[src/rtl/uart_rx_cmd_ctrl_pkg.sv]
// Shared definitions for the UART receive-side command controller:
// opcodes, FSM state encoding and ALU operand register addresses.
package uart_rx_cmd_ctrl_pkg;

  localparam logic [7:0] CMD_RF_WR   = 8'hAA;
  localparam logic [7:0] CMD_RF_RD   = 8'hBB;
  localparam logic [7:0] CMD_ALU_OP  = 8'hCC;
  localparam logic [7:0] CMD_ALU_NOP = 8'hDD;

  localparam logic [7:0] ALU_A_ADDR = 8'h00;
  localparam logic [7:0] ALU_B_ADDR = 8'h01;

  typedef enum logic [2:0] {
    IDLE,
    WR_ADDR,
    WR_DATA,
    RD_ADDR,
    ALU_A,
    ALU_B,
    ALU_FUN,
    ALU_WAIT
  } state_e;

  // States during which the ALU clock must run.
  function automatic logic is_alu_state(input state_e s);
    return (s == ALU_A) || (s == ALU_B) || (s == ALU_FUN) || (s == ALU_WAIT);
  endfunction

endpackage

[src/rtl/uart_rx_cmd_ctrl_frame_timeout.sv]
// Inter-byte timeout: counts cycles while a frame is open and pulses expire
// in the cycle the count reaches TOUT_CYC-1 (TOUT_CYC must be at least 2).
module frame_timeout #(
  parameter int unsigned TOUT_W   = 16,
  parameter int unsigned TOUT_CYC = 16'hFFFF
) (
  input  logic clk,
  input  logic reset,
  input  logic clear,
  input  logic run,
  output logic expire
);

  logic [TOUT_W-1:0] cnt;

  // expire is registered one count early so it coincides with cnt == TOUT_CYC-1.
  always_ff @(posedge clk) begin
    if (reset || clear) begin
      cnt    <= '0;
      expire <= 1'b0;
    end else if (run) begin
      cnt    <= cnt + TOUT_W'(1);
      expire <= (cnt == TOUT_W'(TOUT_CYC - 2));
    end else begin
      expire <= 1'b0;
    end
  end

endmodule

[src/rtl/uart_rx_cmd_ctrl.sv]
// Command controller behind the UART receiver: parses received bytes into
// register-file writes/reads and ALU starts, aborting bad or stalled frames.
module uart_rx_cmd_ctrl
  import uart_rx_cmd_ctrl_pkg::*;
#(
  parameter int unsigned ADDR_W   = 4,
  parameter int unsigned TOUT_W   = 16,
  parameter int unsigned TOUT_CYC = 16'hFFFF
) (
  input  logic              clk,
  input  logic              reset,
  input  logic              rx_valid,
  input  logic [7:0]        rx_data,
  input  logic              rx_par_err,
  input  logic              rx_frm_err,
  input  logic              alu_out_valid,
  output logic              rf_wr_en,
  output logic              rf_rd_en,
  output logic [ADDR_W-1:0] rf_addr,
  output logic [7:0]        rf_wr_data,
  output logic              alu_en,
  output logic [3:0]        alu_fun,
  output logic              clk_gate_en,
  output logic              busy,
  output logic              frame_err,
  output logic [7:0]        err_cnt
);

  state_e            state_q, state_d;
  logic [ADDR_W-1:0] wr_addr_q, wr_addr_d;
  logic              rf_wr_en_d, rf_rd_en_d, alu_en_d, frame_err_d;
  logic [ADDR_W-1:0] rf_addr_d;
  logic [7:0]        rf_wr_data_d;
  logic [3:0]        alu_fun_d;
  logic              byte_bad;
  logic              tout_clear, tout_run, tout_expire;

  assign byte_bad   = rx_valid && (rx_par_err || rx_frm_err);
  assign tout_clear = rx_valid || (state_d != state_q);
  assign tout_run   = (state_q != IDLE);

  frame_timeout #(
    .TOUT_W   (TOUT_W),
    .TOUT_CYC (TOUT_CYC)
  ) u_frame_timeout (
    .clk    (clk),
    .reset  (reset),
    .clear  (tout_clear),
    .run    (tout_run),
    .expire (tout_expire)
  );

  // State and registered outputs.
  always_ff @(posedge clk) begin
    if (reset) begin
      state_q     <= IDLE;
      wr_addr_q   <= '0;
      rf_wr_en    <= 1'b0;
      rf_rd_en    <= 1'b0;
      rf_addr     <= '0;
      rf_wr_data  <= '0;
      alu_en      <= 1'b0;
      alu_fun     <= '0;
      clk_gate_en <= 1'b0;
      busy        <= 1'b0;
      frame_err   <= 1'b0;
      err_cnt     <= '0;
    end else begin
      state_q     <= state_d;
      wr_addr_q   <= wr_addr_d;
      rf_wr_en    <= rf_wr_en_d;
      rf_rd_en    <= rf_rd_en_d;
      rf_addr     <= rf_addr_d;
      rf_wr_data  <= rf_wr_data_d;
      alu_en      <= alu_en_d;
      alu_fun     <= alu_fun_d;
      clk_gate_en <= is_alu_state(state_d) || alu_en_d;
      busy        <= (state_d != IDLE);
      frame_err   <= frame_err_d;
      if (frame_err_d && (err_cnt != 8'hFF)) begin
        err_cnt <= err_cnt + 8'd1;
      end
    end
  end

  // Next state and strobes; precedence: ALU answer, error byte, good byte, timeout.
  always_comb begin
    state_d      = state_q;
    wr_addr_d    = wr_addr_q;
    rf_wr_en_d   = 1'b0;
    rf_rd_en_d   = 1'b0;
    rf_addr_d    = rf_addr;
    rf_wr_data_d = rf_wr_data;
    alu_en_d     = 1'b0;
    alu_fun_d    = alu_fun;
    frame_err_d  = 1'b0;

    if ((state_q == ALU_WAIT) && alu_out_valid) begin
      state_d     = IDLE;
      frame_err_d = rx_valid;
    end else if (byte_bad) begin
      state_d     = IDLE;
      frame_err_d = 1'b1;
    end else if (rx_valid) begin
      case (state_q)
        IDLE: begin
          if (rx_data == CMD_RF_WR) begin
            state_d = WR_ADDR;
          end else if (rx_data == CMD_RF_RD) begin
            state_d = RD_ADDR;
          end else if (rx_data == CMD_ALU_OP) begin
            state_d = ALU_A;
          end else if (rx_data == CMD_ALU_NOP) begin
            state_d = ALU_FUN;
          end else begin
            frame_err_d = 1'b1;
          end
        end
        WR_ADDR: begin
          wr_addr_d = rx_data[ADDR_W-1:0];
          state_d   = WR_DATA;
        end
        WR_DATA: begin
          rf_wr_en_d   = 1'b1;
          rf_addr_d    = wr_addr_q;
          rf_wr_data_d = rx_data;
          state_d      = IDLE;
        end
        RD_ADDR: begin
          rf_rd_en_d = 1'b1;
          rf_addr_d  = rx_data[ADDR_W-1:0];
          state_d    = IDLE;
        end
        ALU_A: begin
          rf_wr_en_d   = 1'b1;
          rf_addr_d    = ADDR_W'(ALU_A_ADDR);
          rf_wr_data_d = rx_data;
          state_d      = ALU_B;
        end
        ALU_B: begin
          rf_wr_en_d   = 1'b1;
          rf_addr_d    = ADDR_W'(ALU_B_ADDR);
          rf_wr_data_d = rx_data;
          state_d      = ALU_FUN;
        end
        ALU_FUN: begin
          alu_en_d  = 1'b1;
          alu_fun_d = rx_data[3:0];
          state_d   = ALU_WAIT;
        end
        ALU_WAIT: begin
          frame_err_d = 1'b1;
        end
        default: begin
          state_d = IDLE;
        end
      endcase
    end else if (tout_expire) begin
      state_d     = IDLE;
      frame_err_d = 1'b1;
    end
  end

endmodule

[config.mk]
export PLATFORM = sky130hd
export DESIGN_NAME = uart_rx_cmd_ctrl
export DESIGN_NICKNAME = d
export VERILOG_FILES = /design/src/rtl/uart_rx_cmd_ctrl_pkg.sv /design/src/rtl/uart_rx_cmd_ctrl_frame_timeout.sv /design/src/rtl/uart_rx_cmd_ctrl.sv
export SDC_FILE = /design/constraint.sdc
export NUM_CORES = 1
export LEC_CHECK = 0
export CELL_PAD_IN_SITES_DETAIL_PLACEMENT = 0
export CELL_PAD_IN_SITES_GLOBAL_PLACEMENT = 1
export CORE_UTILIZATION = 39
export CTS_CLUSTER_SIZE = 12
export DETAILED_ROUTE_END_ITERATION = 8
export PLACE_DENSITY = 0.82
export SYNTH_ARGS = -nofsm -noshare
export SYNTH_HDL_FRONTEND = slang
export SYNTH_SLANG_ARGS = --single-unit
[constraint.sdc]
create_clock -name clk -period 2.3 [get_ports clk]
set_input_delay 0.46 -clock clk [delete_from_list [all_inputs] [get_ports clk]]
set_output_delay 0.46 -clock clk [all_outputs]
set_load 0.02 [all_outputs]
== Yosys cells after proc, flatten, opt, wreduce, memory -nomap -nowiden ==
Cells that the tools add are included.
Widths: inputs -> output; s select.

* Add/subtract/negate cells: 2
* Equality and inequality tests: 18
* Mux-type cells: 25
* Reductions and logical operators: 22
* Bitwise operators: 4

{| class="wikitable"
|+ Operators with widths
! kind !! number
|-
| $eq 8x8->1 const B || 4
|-
| $eq 3x3->1 const B || 8
|-
| $mux 3 || 8
|-
| $pmux 3 s6 || 1
|-
| $add 16x1->16 const B || 1
|-
| $eq 16x16->1 const B || 1
|-
| $pmux 4 s4 || 1
|-
| $reduce_and 4->1 || 4
|-
| $mux 1 || 14
|-
| $add 8x1->8 const B || 1
|-
| $ne 8x8->1 const B || 1
|-
| $logic_or 1x1->1 || 7
|-
| $eq 3x2->1 const B || 2
|-
| $reduce_bool 3->1 || 2
|-
| $not 1->1 || 4
|-
| $reduce_bool 4->1 || 1
|-
| $reduce_or 2->1 || 2
|-
| $reduce_or 4->1 || 1
|-
| $eq 3x1->1 const B || 1
|-
| $logic_and 1x1->1 || 3
|-
| $logic_not 3->1 || 1
|-
| $ne 3x3->1 || 1
|-
| $reduce_or 3->1 || 1
|-
| $pmux 1 s2 || 1
|}

* Output and inout bits: 30
* Flip-flop bits (word level): 54

== Logic depth before layout (Yosys ltp) ==
* Depth in word-level cells: 14
* Mapped depth: 7
* Depth with buffers taken out: 5

== By module ==
A second synthesis with hierarchy kept.

* Cells, all modules: 275
* Area, all modules: 2529.9 sq um

{| class="wikitable"
|+ Modules (own cells, without submodules)
! module !! cells an instance !! instances !! area an instance (sq um)
|-
| uart_rx_cmd_ctrl || 187 || 1 || 1739.2
|-
| frame_timeout || 88 || 1 || 790.8
|}

== Worst setup path before layout ==
OpenSTA, ideal clock, no wires.

* Path type: input-to-reg
* Start: in rx_valid
* End: reg err_cnt[6]
* Library setup time: 121 ps
* Path buffers: 2
* Arrival: 1811 ps
* Path slack: 368 ps
* Cell stages on the path: 7
* Data required time: 2179 ps
* Path through: buf_4 -> or3b_4 -> nor2_4 -> a21oi_2 -> buf_4 -> nor3_1 -> mux2_2

* Longest elaborated chain between the ends: 4

{| class="wikitable"
|+ Ends and longest elaborated chain
! what !! RTL line !! text
|-
| from (decl) || uart_rx_cmd_ctrl.sv:12 || <nowiki>input logic rx_valid,</nowiki>
|-
| $mux 1 / $logic_and 1x1->1 (equally long branches) || uart_rx_cmd_ctrl.sv:104, uart_rx_cmd_ctrl.sv:38 ||
|-
| $mux 1 || uart_rx_cmd_ctrl.sv:101 || <nowiki>end else if (byte_bad) begin</nowiki>
|-
| $mux 1 (*) || uart_rx_cmd_ctrl.sv:98 || <nowiki>if ((state_q == ALU_WAIT) && alu_out_valid) begin</nowiki>
|-
| $logic_and 1x1->1 (*) || uart_rx_cmd_ctrl.sv:80 || <nowiki>if (frame_err_d && (err_cnt != 8'hFF)) begin</nowiki>
|-
| to (signal assigned) || uart_rx_cmd_ctrl.sv:81 || <nowiki>err_cnt <= err_cnt + 8'd1;</nowiki>
|-
| to (decl) || uart_rx_cmd_ctrl.sv:26 || <nowiki>output logic [7:0] err_cnt</nowiki>
|}

Every way passes the cells marked *; elsewhere a longest branch is shown, timed or not.
A chain may end at the register's enable or synchronous reset.

== Worst setup path in the final report ==
* Start: in rx_data[1]
* End: reg err_cnt[7]

* Longest elaborated chain between the ends: 10

{| class="wikitable"
|+ Ends and longest elaborated chain
! what !! RTL line !! text
|-
| from (decl) || uart_rx_cmd_ctrl.sv:13 || <nowiki>input logic [7:0] rx_data,</nowiki>
|-
| $eq 8x8->1 || uart_rx_cmd_ctrl.sv:113 || <nowiki>end else if (rx_data == CMD_ALU_NOP) begin</nowiki>
|-
| $mux 1 || uart_rx_cmd_ctrl.sv:113 ||
|-
| $mux 1 || uart_rx_cmd_ctrl.sv:111 || <nowiki>end else if (rx_data == CMD_ALU_OP) begin</nowiki>
|-
| $mux 1 || uart_rx_cmd_ctrl.sv:109 || <nowiki>end else if (rx_data == CMD_RF_RD) begin</nowiki>
|-
| $mux 1 (*) || uart_rx_cmd_ctrl.sv:107 || <nowiki>if (rx_data == CMD_RF_WR) begin</nowiki>
|-
| $pmux 1 s2 (*) || uart_rx_cmd_ctrl.sv:105 || <nowiki>case (state_q)</nowiki>
|-
| $mux 1 (*) || uart_rx_cmd_ctrl.sv:104 || <nowiki>end else if (rx_valid) begin</nowiki>
|-
| $mux 1 (*) || uart_rx_cmd_ctrl.sv:101 ||
|-
| $mux 1 (*) || uart_rx_cmd_ctrl.sv:98 ||
|-
| $logic_and 1x1->1 (*) || uart_rx_cmd_ctrl.sv:80 ||
|}

Marked as above.

==> metrics.md <==
| Metric | Value |
|---|---|
| Full die area | `6660 µm²` |
| Aggregate global routing overflow | `0` |
| Register-to-Register Setup Slack | `0.51 ns` |
| Sequential element share of the synthesized area | `0.437` |
| CTS sink cnt | `54` |
| Kind of critical path | `in -> reg` |
| Vias in the first global route | `1936` |
| Total Nets Final | `367` |
| Source of the critical timing path | `rx_data[1]` |
| Upper clock frequency limit | `467 MHz` |
| Worst path setup slack after routing | `0.161 ns` |
| Root buffer selected by CTS | `clkbuf_8` |
| Clk_lat worst skew | `0.31 ns` |
| Setup crit start kind | `input pin` |
| Post-detailed-route wirelength per cell | `13.0 µm` |
| Tmin final | `2.14 ns` |
| EDFF count, synth | `0` |
| Global Route Usage Sum | `0.175` |
| Height of the die | `81.6 µm` |
| Synth async-reset ratio | `0` |
| Area taken by multi-input logic gates | `1280 µm²` |
| Most frequent cells after synthesis | `dfxtp_1, nor2_1, nand2_1` |
| Number of antenna violations at the first check in global routing | `0` |
| Critical path endpoint | `err_cnt[7]$_SDFFE_PP0P_` |
| Maximum net fanout on the critical path | `10` |
| Library cell with the largest summed area after synthesis | `dfxtp_1` |
| Antenna-violating nets left | `0` |
| Worst hold path class | `reg -> reg` |
| Max clock buf depth | `2` |
| Via density per instance | `5.12` |
| Worst path arrival time | `2.38 ns` |
| Filler Cell Count | `573` |
| N_diodes | `0` |
| Total DRC errors in the routed layout | `0` |
| Yosys top cell area share | `0.437` |
| Number of synthesized register bits | `54` |
| Mean area per synthesized cell | `8.58 µm²` |
| Number of instances in the synthesized netlist | `288` |
| RSZ-0062 raised after global routing | `false` |
| Pwr Density | `537 nW/µm²` |
| Measured slew at the worst slew-check pin | `0.459 ns` |
| Maximum vdd drop | `0.292 mV` |
| Width of the chip | `81.6 µm` |
| Post-route non-filler standard cell count | `426` |
| Fin. max-slew vios | `0` |
| Post-route clock period utilization | `0.930` |
| Max-cap violations | `0` |
| Clock-pin slew reported for the worst setup and hold paths after clock tree synthesis | `0.09 ns` |
| Number of hold-slack violations in the final timing report | `0` |
| First-pass GRT wire length | `8980 µm` |
| # Post-CTS Setup Buffers | `0` |
| R2r worst-path depth | `5` |
| Largest clock skew in the final design | `0.0106 ns` |
| Growth of design area from synthesis to finish | `30.4%` |
| Largest net degree at the start of global routing | `26` |
| Outcome | `completed` |
| Vias after detailed routing | `2183` |
| Number of buffers added by the clock tree synthesis step | `5` |
| Top cells by area in the synthesized netlist | `dfxtp_1, nor2_1, a21oi_1` |
| Starting density of the core | `0.410` |
| Placeable core region | `6030 µm²` |
| Most frequently used flop master after synthesis | `dfxtp_1` |
| Post-Place Worst Slack | `-0.175 ns` |
| Max-slew headroom | `0.692` |
| Required time at the worst-slack endpoint | `2.54 ns` |
| Util after Layout | `0.535` |
| RD Place Congestion | `0.773` |
| Clock tree from TritonCTS | `built` |
| DRT Wirelength | `5530 µm` |
| Number of gates resized after CTS | `0` |
| Number of cells in the design after placement | `418` |
| Total of buffers placed on input and output ports | `43` |
| Cell area after synthesis | `2470 µm²` |
| R2r endpoint | `err_cnt[7]$_SDFFE_PP0P_` |
| DRT Pass-1 Iters | `4` |
| Most instantiated library cell after synthesis | `dfxtp_1` |
| Cts hold-fix bufs | `0` |
| H-tree Lvls | `2` |
| Number of nets in the synthesized netlist | `305` |
| Total number of placement rows | `28` |
| DPL Wire Length | `4040 µm` |
| Setup violations, final | `0` |
| Violation count after the first detailed-routing iteration | `132` |
| Startpoint of the most critical register-to-register path | `state_q[1]$_SDFF_PP0_` |
| Kind of capture point of the worst setup path | `flip-flop` |
| Static leakage | `1.16 nW` |
| Final Power | `1.73 mW` |
| Share of final-layout standard cells stronger than drive strength 1 | `0.117` |
| Synth unique cells | `45` |
| Number of warnings reported in the yosys synthesis log | `0` |
| Boundary Pins | `44` |
| Reg area | `1080 µm²` |
## worst min path at each step
stage,from,endpoint,slack [ns],cells past startpoint
floorplan,u_frame_timeout.cnt[15]$_SDFFE_PP0N_,u_frame_timeout.expire$_SDFF_PP0_,0.44,2
global placement,rf_wr_data[5]$_SDFFE_PP0P_,rf_wr_data[5]$_SDFFE_PP0P_,0.45,2
detailed placement,rf_wr_data[2]$_SDFFE_PP0P_,rf_wr_data[2]$_SDFFE_PP0P_,0.45,2
CTS,rf_wr_data[2]$_SDFFE_PP0P_,rf_wr_data[2]$_SDFFE_PP0P_,0.46,2
global route,rf_wr_data[2]$_SDFFE_PP0P_,rf_wr_data[2]$_SDFFE_PP0P_,0.48,2
finish,rf_wr_data[2]$_SDFFE_PP0P_,rf_wr_data[2]$_SDFFE_PP0P_,0.46,2
## area by class of cell
type                       count  share of cell area
multi-input combinational    212               0.398
sequential                    54               0.336
timing repair buffer          70               0.197
tap                           75              0.0291
clock buffer                   7              0.0237
clock inverter                 1             0.00932
inverter                       7             0.00816
## per-stage QoR
stage                     TNS, ns  hold slack, ns  instance area [µm²]
after floorplan                 0           0.440                 2470
after global placement     -0.571           0.446                 3120
after detailed placement   -0.852           0.447                 3120
after CTS                       0           0.460                 3220
after global routing            0           0.476                 3220
final                           0           0.456                 3220
## critical path: stages
cell and delay (ns):
clkdlybuf4s50_1 0.52, and4bb_2 0.27, o2111ai_1 0.27, a21oi_2 0.18, or4_1 0.52, a21oi_1 0.15
## sequential cells by signal, summed over array words and instances, names as in the netlist, 3 cells and up
| register | flops |
|---|---|
| alu_fun | 4 |
| err_cnt | 8 |
| rf_addr | 4 |
| rf_wr_data | 8 |
| state_q | 3 |
| u_frame_timeout.cnt | 16 |
| wr_addr_q | 4 |
## power breakdown
group / internal [mW] / switching (mW)
Combinational: 0.0792 / 0.0741
Clock: 0.326 / 0.298
Sequential: 0.943 / 0.0105
## metal layers
layer  up-vias  global-route usage  wire length (µm)
li1       1136                   -                 -
met1      1004               0.241              2800
met2        36               0.272              2500
met3         7              0.0356               170
met4         0              0.0544                58
met5         -                   0                 0
## cell families (layout without fill, tap and decap cells)
kind of cell / count (synthesis) / after routing / share of synthesized area
and+or+nand+nor: 132 / 132 / 0.277
DFF: 54 / 54 / 0.437
AOI/OAI and AO/OA: 48 / 48 / 0.116
buffers and inverters: 22 / 85 / 0.0440
xor gates and xnor gates: 17 / 17 / 0.0603
muxes: 12 / 12 / 0.0496
adders and majority gates: 3 / 3 / 0.0152
## cells in the final DEF (no fill, tap or decap), types with 3 or more instances in the layout
master	n
nor2_1	43
ha_1	3
nand2_1	25
nand2b_1	3
inv_1	7
mux2i_1	10
buf_4	27
clkbuf_8	5
and2_1	4
nand3_1	17
nor4_1	3
a211oi_1	4
a21oi_1	24
o21ai_0	6
xor2_1	10
nand4_1	10
clkdlybuf4s50_1	43
xnor2_1	7
and4_1	5
o31ai_1	3
nor2b_1	5
dfxtp_1	54
Note: power is estimated with default switching activity, not from simulation.
